<file path="config.mk">
export PLATFORM = sky130hd
export DESIGN_NAME = rpn_stack_core
export DESIGN_NICKNAME = d
export VERILOG_FILES = /design/src/rtl/rpn_pkg.sv /design/src/rtl/rpn_mul_seq.sv /design/src/rtl/rpn_stack_core.sv
export SDC_FILE = /design/constraint.sdc
export NUM_CORES = 1
export LEC_CHECK = 0
export ABC_AREA = 0
export CAP_MARGIN = 20
export CORE_MARGIN = 2
export CORE_UTILIZATION = 35
export CTS_BUF_LIST = sky130_fd_sc_hd__clkbuf_4 sky130_fd_sc_hd__clkbuf_8 sky130_fd_sc_hd__clkbuf_16
export CTS_CLUSTER_DIAMETER = 30
export DETAILED_ROUTE_END_ITERATION = 6
export GPL_TIMING_DRIVEN = 0
export PLACE_DENSITY_LB_ADDON = 0.1
export RECOVER_POWER = 100
export SETUP_SLACK_MARGIN = 0.3
export SLEW_MARGIN = 20
export SYNTH_ARGS = -nofsm -noshare
export SYNTH_HDL_FRONTEND = slang
export SYNTH_SLANG_ARGS = --single-unit
</file>
<file path="constraint.sdc">
create_clock -name CLOCK_50 -period 9 [get_ports CLOCK_50]
set_clock_uncertainty 0.1 [all_clocks]
set_input_delay 1.8 -clock CLOCK_50 [delete_from_list [all_inputs] [get_ports CLOCK_50]]
set_output_delay 1.8 -clock CLOCK_50 [all_outputs]
set_load 0.02 [all_outputs]
</file>
<file path="src/rtl/rpn_pkg.sv">
// Shared types for the RPN stack core: command codes, error codes and FSM states.
package rpn_pkg;

  typedef enum logic [2:0] {
    OP_PUSH  = 3'd0,
    OP_POP   = 3'd1,
    OP_ADD   = 3'd2,
    OP_SUB   = 3'd3,
    OP_MUL   = 3'd4,
    OP_DUP   = 3'd5,
    OP_SWAP  = 3'd6,
    OP_CLEAR = 3'd7
  } op_e;

  typedef enum logic [1:0] {
    ERR_NONE  = 2'd0,
    ERR_FULL  = 2'd1,
    ERR_UNDER = 2'd2,
    ERR_OVF   = 2'd3
  } err_e;

  typedef enum logic {
    ST_IDLE = 1'b0,
    ST_MUL  = 1'b1
  } state_e;

endpackage

</file>
<file path="src/rtl/rpn_mul_seq.sv">
// Shift-add unsigned multiplier. The first partial product is taken on the start edge,
// so done_o is high in the cycle before the WIDTH-th edge after start.
module rpn_mul_seq #(
  parameter int WIDTH = 8
) (
  input  logic               clk_i,
  input  logic               rst_i,
  input  logic               start_i,
  input  logic [WIDTH-1:0]   a_i,
  input  logic [WIDTH-1:0]   b_i,
  output logic               done_o,
  output logic [2*WIDTH-1:0] prod_o
);

  localparam int CNTW = $clog2(WIDTH + 1);

  logic [2*WIDTH-1:0] acc_q;
  logic [2*WIDTH-1:0] mcand_q;
  logic [WIDTH-1:0]   mplier_q;
  logic [CNTW-1:0]    cnt_q;
  logic               done_q;

  // One multiplier bit per cycle; cnt_q holds the iterations still outstanding.
  always_ff @(posedge clk_i) begin
    if (rst_i) begin
      acc_q    <= {(2*WIDTH){1'b0}};
      mcand_q  <= {(2*WIDTH){1'b0}};
      mplier_q <= {WIDTH{1'b0}};
      cnt_q    <= {CNTW{1'b0}};
      done_q   <= 1'b0;
    end else begin
      done_q <= 1'b0;
      if (start_i) begin
        acc_q    <= b_i[0] ? {{WIDTH{1'b0}}, a_i} : {(2*WIDTH){1'b0}};
        mcand_q  <= {{(WIDTH-1){1'b0}}, a_i, 1'b0};
        mplier_q <= {1'b0, b_i[WIDTH-1:1]};
        cnt_q    <= CNTW'(WIDTH - 1);
      end else if (cnt_q != {CNTW{1'b0}}) begin
        if (mplier_q[0]) begin
          acc_q <= acc_q + mcand_q;
        end
        mcand_q  <= mcand_q << 1;
        mplier_q <= mplier_q >> 1;
        cnt_q    <= cnt_q - CNTW'(1);
        if (cnt_q == CNTW'(1)) begin
          done_q <= 1'b1;
        end
      end
    end
  end

  assign done_o = done_q;
  assign prod_o = acc_q;

endmodule

</file>
<file path="src/rtl/rpn_stack_core.sv">
// RPN evaluation core: register-array operand stack, single-cycle stack/add/sub ops
// and a multi-cycle multiply handed to rpn_mul_seq.
module rpn_stack_core
  import rpn_pkg::*;
#(
  parameter  int WIDTH = 8,
  parameter  int DEPTH = 8,
  localparam int CW    = $clog2(DEPTH + 1)
) (
  input  logic             CLOCK_50,
  input  logic             reset,
  input  logic             op_valid,
  input  logic [2:0]       op,
  input  logic [WIDTH-1:0] data_in,
  output logic [WIDTH-1:0] top,
  output logic [WIDTH-1:0] next,
  output logic [CW-1:0]    count,
  output logic             busy,
  output logic             done,
  output logic [1:0]       err
);

  localparam int AW = (DEPTH > 1) ? $clog2(DEPTH) : 1;

  logic [WIDTH-1:0]   stk_q [DEPTH];
  logic [CW-1:0]      count_q;
  state_e             state_q;
  err_e               err_q;
  logic               done_q;

  op_e                op_s;
  logic [AW-1:0]      top_idx_s, nxt_idx_s, push_idx_s;
  logic [WIDTH-1:0]   top_s, nxt_s;
  logic [WIDTH:0]     sum_s, diff_s;
  logic               mul_start_s, mul_done_s;
  logic [2*WIDTH-1:0] prod_s;

  assign op_s       = op_e'(op);
  assign top_idx_s  = AW'(count_q - CW'(1));
  assign nxt_idx_s  = AW'(count_q - CW'(2));
  assign push_idx_s = AW'(count_q);
  assign top_s      = (count_q >= CW'(1)) ? stk_q[top_idx_s] : {WIDTH{1'b0}};
  assign nxt_s      = (count_q >= CW'(2)) ? stk_q[nxt_idx_s] : {WIDTH{1'b0}};

  // Bit WIDTH of the sum is the carry, of the difference the borrow (top > next).
  assign sum_s  = {1'b0, nxt_s} + {1'b0, top_s};
  assign diff_s = {1'b0, nxt_s} - {1'b0, top_s};

  assign mul_start_s = (state_q == ST_IDLE) && op_valid && (op_s == OP_MUL) && (count_q >= CW'(2));

  rpn_mul_seq #(.WIDTH(WIDTH)) u_mul (
    .clk_i   (CLOCK_50),
    .rst_i   (reset),
    .start_i (mul_start_s),
    .a_i     (nxt_s),
    .b_i     (top_s),
    .done_o  (mul_done_s),
    .prod_o  (prod_s)
  );

  // Command FSM: stack, count, error and done pulse all update here.
  always_ff @(posedge CLOCK_50) begin
    if (reset) begin
      state_q <= ST_IDLE;
      count_q <= {CW{1'b0}};
      err_q   <= ERR_NONE;
      done_q  <= 1'b0;
      for (int i = 0; i < DEPTH; i++) stk_q[i] <= {WIDTH{1'b0}};
    end else begin
      done_q <= 1'b0;
      case (state_q)
        ST_IDLE: begin
          if (op_valid) begin
            done_q <= 1'b1;
            case (op_s)
              OP_PUSH: begin
                if (count_q == CW'(DEPTH)) begin
                  err_q <= ERR_FULL;
                end else begin
                  stk_q[push_idx_s] <= data_in;
                  count_q <= count_q + CW'(1);
                  err_q   <= ERR_NONE;
                end
              end
              OP_POP: begin
                if (count_q == CW'(0)) begin
                  err_q <= ERR_UNDER;
                end else begin
                  stk_q[top_idx_s] <= {WIDTH{1'b0}};
                  count_q <= count_q - CW'(1);
                  err_q   <= ERR_NONE;
                end
              end
              OP_ADD, OP_SUB: begin
                if (count_q < CW'(2)) begin
                  err_q <= ERR_UNDER;
                end else begin
                  stk_q[nxt_idx_s] <= (op_s == OP_ADD) ? sum_s[WIDTH-1:0] : diff_s[WIDTH-1:0];
                  stk_q[top_idx_s] <= {WIDTH{1'b0}};
                  count_q <= count_q - CW'(1);
                  err_q   <= ((op_s == OP_ADD) ? sum_s[WIDTH] : diff_s[WIDTH]) ? ERR_OVF : ERR_NONE;
                end
              end
              OP_MUL: begin
                if (count_q < CW'(2)) begin
                  err_q <= ERR_UNDER;
                end else begin
                  done_q  <= 1'b0;
                  state_q <= ST_MUL;
                end
              end
              OP_DUP: begin
                if (count_q == CW'(0)) begin
                  err_q <= ERR_UNDER;
                end else if (count_q == CW'(DEPTH)) begin
                  err_q <= ERR_FULL;
                end else begin
                  stk_q[push_idx_s] <= top_s;
                  count_q <= count_q + CW'(1);
                  err_q   <= ERR_NONE;
                end
              end
              OP_SWAP: begin
                if (count_q < CW'(2)) begin
                  err_q <= ERR_UNDER;
                end else begin
                  stk_q[top_idx_s] <= nxt_s;
                  stk_q[nxt_idx_s] <= top_s;
                  err_q <= ERR_NONE;
                end
              end
              OP_CLEAR: begin
                for (int i = 0; i < DEPTH; i++) stk_q[i] <= {WIDTH{1'b0}};
                count_q <= {CW{1'b0}};
                err_q   <= ERR_NONE;
              end
              default: err_q <= err_q;
            endcase
          end
        end
        ST_MUL: begin
          // Operands were latched by the multiplier, so the stack is still intact here.
          if (mul_done_s) begin
            stk_q[nxt_idx_s] <= prod_s[WIDTH-1:0];
            stk_q[top_idx_s] <= {WIDTH{1'b0}};
            count_q <= count_q - CW'(1);
            err_q   <= (|prod_s[2*WIDTH-1:WIDTH]) ? ERR_OVF : ERR_NONE;
            done_q  <= 1'b1;
            state_q <= ST_IDLE;
          end
        end
        default: state_q <= ST_IDLE;
      endcase
    end
  end

  assign top   = top_s;
  assign next  = nxt_s;
  assign count = count_q;
  assign busy  = (state_q == ST_MUL);
  assign done  = done_q;
  assign err   = err_q;

endmodule

</file>
==> impl_metrics.json <==
{
  "outcome": "complete, no violations",
  "ys.flop_type": "edfxtp_1",
  "worst_pin_slew_ns": 1.02,
  "synth_cell_types": 65,
  "post-cts-setup-buffers": 0,
  "wl_per_cell_microns": 21.2,
  "cp_cell_sequence": "clkbuf_1 -> clkbuf_1 -> inv_1 -> ha_1 -> buf_4 -> clkbuf_1 -> mux4_2 -> mux2i_1 -> nor2_1 -> inv_1 -> ha_1 -> nor3b_1 -> nor3_1 -> nor2_1 -> and4_1 -> o41a_1 -> o31ai_1 -> o221ai_1 -> xnor2_1 -> a21oi_1 -> o22ai_1",
  "slowest_stage": "a21oi_1",
  "clock_latency_ns": 0.43,
  "dp_hpwl_mm": 19.3,
  "grt_use_total_pct": 21.3,
  "cts_tree": "built",
  "root_buffer": "clkbuf_16",
  "io_pins": 38,
  "place_inst": 1128,
  "cp-end-kind": "flop",
  "fin_nets": 926,
  "critPathKind": "reg2reg",
  "grt-ovfl-total": 0,
  "place_area_sq_um": 8400,
  "min_path_type": "reg2reg",
  "drc": 0,
  "cpMostUsedCell": "clkbuf_1",
  "cts_buffers": 17,
  "final_cell_count_no_fill": 1161,
  "rows": 54,
  "total_leakage_power_nw": 3.25,
  "synth_area_sq_um": 7680,
  "grt_pass1_vias": 6911,
  "yosys.area.top_type": "edfxtp_1",
  "viasPerCell": 5.84,
  "synth_seq_cells": 115,
  "fin_crit_sh_pct": 88.4,
  "synthCells": 811,
  "min_period_ns": 7.96,
  "area_growth_pct": 17.0,
  "cp-start-kind": "flop",
  "gp_congestion": 0.901,
  "drt_pass1_iterations": 6,
  "clk_pin_slew_ns": 0.06,
  "seq_area_frac_synth_pct": 38.3,
  "synthArstFlopShare_pct": 0,
  "hold_viol": 0,
  "setup_tns_ns": 0,
  "slew_headroom_pct": 31.7,
  "fin_area_sq_um": 8990,
  "via_count": 6777,
  "cts.repair.resized": 0,
  "die_h_microns": 152,
  "cts_hold_buf": 0,
  "peakVddDrop_mv": 0.134,
  "nFillCells": 2129,
  "ant_nets": 0,
  "worstPathMaxFanout": 10,
  "critPathArrivalTime_ns": 7.99,
  "cts_sinks": 115,
  "cap_viol_max_count": 0,
  "antenna_found_initial": 0,
  "netlist.area_leader.share_pct": 25.0,
  "synth_area_per_cell_sq_um": 9.47,
  "die_x_microns": 152,
  "cpPeakStageDelay_ns": 0.66,
  "grt_pass1_wl_mm": 38.6,
  "rsz0062_at_grt": "false",
  "synth_fp_nets": 869,
  "synth_edf_count": 64,
  "power_density_nw_per_um2": 238,
  "yosys_warnings": 0,
  "port-buffer-count": 37,
  "worstPathRequired_ns": 9.03,
  "setup_ws_ns": 1.04,
  "dieArea_sq_um": 23100,
  "slew_violations": 0,
  "start_util_pct": 35.4,
  "grt_max_degree": 17,
  "drtIter0Drc": 536,
  "clockBufferDepth": 2,
  "synth_area_leaders": "edfxtp_1 25%, dfxtp_1 13%, mux4_2 8.8%",
  "htree_levels": 4,
  "diodes": 0,
  "fmax_ghz": 0.126,
  "routed_wl_mm": 24.7,
  "drive_above_1_share_pct": 9.08,
  "core_area_sq_um": 21700,
  "finalSetupViolCount": 0,
  "dp_slack_ns": 1.54
}
worst max-delay path: cells and delay by family, from the launching register on:
kind / cells / cell delay [ns]
and+or+nand+nor: 5 / 1.40
buffers and inverters: 6 / 2.55
adders and majority gates: 2 / 0.76
muxes: 2 / 0.42
xor gates and xnor gates: 1 / 0.16
DFF: 1 / 0.51
AOI/OAI and AO/OA: 5 / 1.71
layout make-up:
type / count / area (sq um) / area share [%]
Clock buffer: 17 / 425 / 4.73
Sequential cell: 115 / 2940 / 32.7
Buffer: 43 / 176 / 1.96
Multi-Input combinational cell: 629 / 4430 / 49.3
Tap cell: 280 / 350 / 3.90
Timing Repair Buffer: 38 / 374 / 4.16
Inverter: 24 / 90.1 / 1.00
Clock inverter: 15 / 195 / 2.17
cells in the mapped netlist (all sizes together) (2+ instances only):
cell type	number
nor3b	4
a31oi	5
fa	3
or3	2
buf	13
a22o	3
and3	4
ha	41
a311oi	11
a32oi	2
nor2b	12
nand3	20
edfxtp	64
mux4	30
a2bb2oi	2
a21o	5
o21a	4
nand2b	10
a2111oi	2
dfxtp	51
clkbuf	30
nand2	113
nor4	6
nor3	20
mux2i	17
a22oi	12
o21bai	2
a21boi	3
o41ai	4
or2	3
a211oi	5
nor2	74
o21ai	31
xor2	7
xnor2	22
inv	24
and2	5
a21oi	59
a221oi	3
o22ai	67
mux2	3
registers in the layout, summed over array words and instances, names as in the netlist:
| name | count |
|---|---|
| err | 2 |
| u_mul.done_o | 1 |
| count | 4 |
| u_mul.prod_o | 16 |
| busy | 1 |
| stk_q | 64 |
| done | 1 |
| u_mul.mcand_q | 15 |
| u_mul.mplier_q | 7 |
| u_mul.cnt_q | 4 |
layout by cell type, fill, tap and decap left out, types with 6 or more instances in the layout:
master,n
nor2b_1,12
edfxtp_1,64
nor4_1,6
a22oi_1,12
a21oi_1,59
nand3_1,20
buf_2,6
dlygate4sd3_1,23
ha_1,41
xnor2_1,21
o22ai_1,67
a311oi_1,11
dfxtp_1,51
nand2b_1,10
nor2_1,72
nand2_1,113
o21ai_0,31
clkbuf_1,35
mux2i_1,17
clkbuf_16,17
clkdlybuf4s50_1,14
xor2_1,7
inv_1,24
nor3_1,20
mux4_2,30
inv_6,6
report_power, final:
| part | total [mW] | switching (mW) | internal (mW) |
|---|---|---|---|
| registers | 0.623 | 0.0264 | 0.597 |
| clock network | 0.724 | 0.281 | 0.443 |
| logic | 0.794 | 0.509 | 0.285 |
logic make-up after synthesis:
family	share of synthesized area [%]
and+or+nand+nor	16.5
AOI/OAI and AO/OA	19.2
DFF	38.3
buffers and inverters	3.50
muxes	11.5
adders and majority gates	7.46
xor gates and xnor gates	3.55
path summary, 6_finish.rpt:
kind	end	slack, ns	from	cells past startpoint
setup / recovery	stk_q[2][7]	1.04	count[1]	21
hold / removal	u_mul.mcand_q[13]	0.38	u_mul.mcand_q[13]	2
setup reg to reg	stk_q[2][7]	1.04	count[1]	21
hold reg to reg	u_mul.mcand_q[13]	0.38	u_mul.mcand_q[13]	2
routing by layer:
layer / vias up / GRT usage [%] / wire length, microns
met1: 3342 / 26.0 / 10300
met4: 0 / 6.90 / 634
met3: 43 / 3.39 / 1070
li1: 3179 / - / -
met2: 213 / 38.2 / 12600
met5: - / 0 / 0
through the flow:
| stage | util [%] | power (mW) | hold slack, ns |
|---|---|---|---|
| final | 41.4 | 2.14 | 0.379 |
| after global routing | 41.4 | 2.25 | 0.399 |
| after CTS | 41.6 | 2.17 | 0.379 |
| after detailed placement | 38.7 | 1.44 | 0.370 |
| after global placement | 38.7 | 1.43 | 0.353 |
| after floorplan | - | 1.19 | 0.336 |
Note: power is estimated with default switching activity, not from simulation.
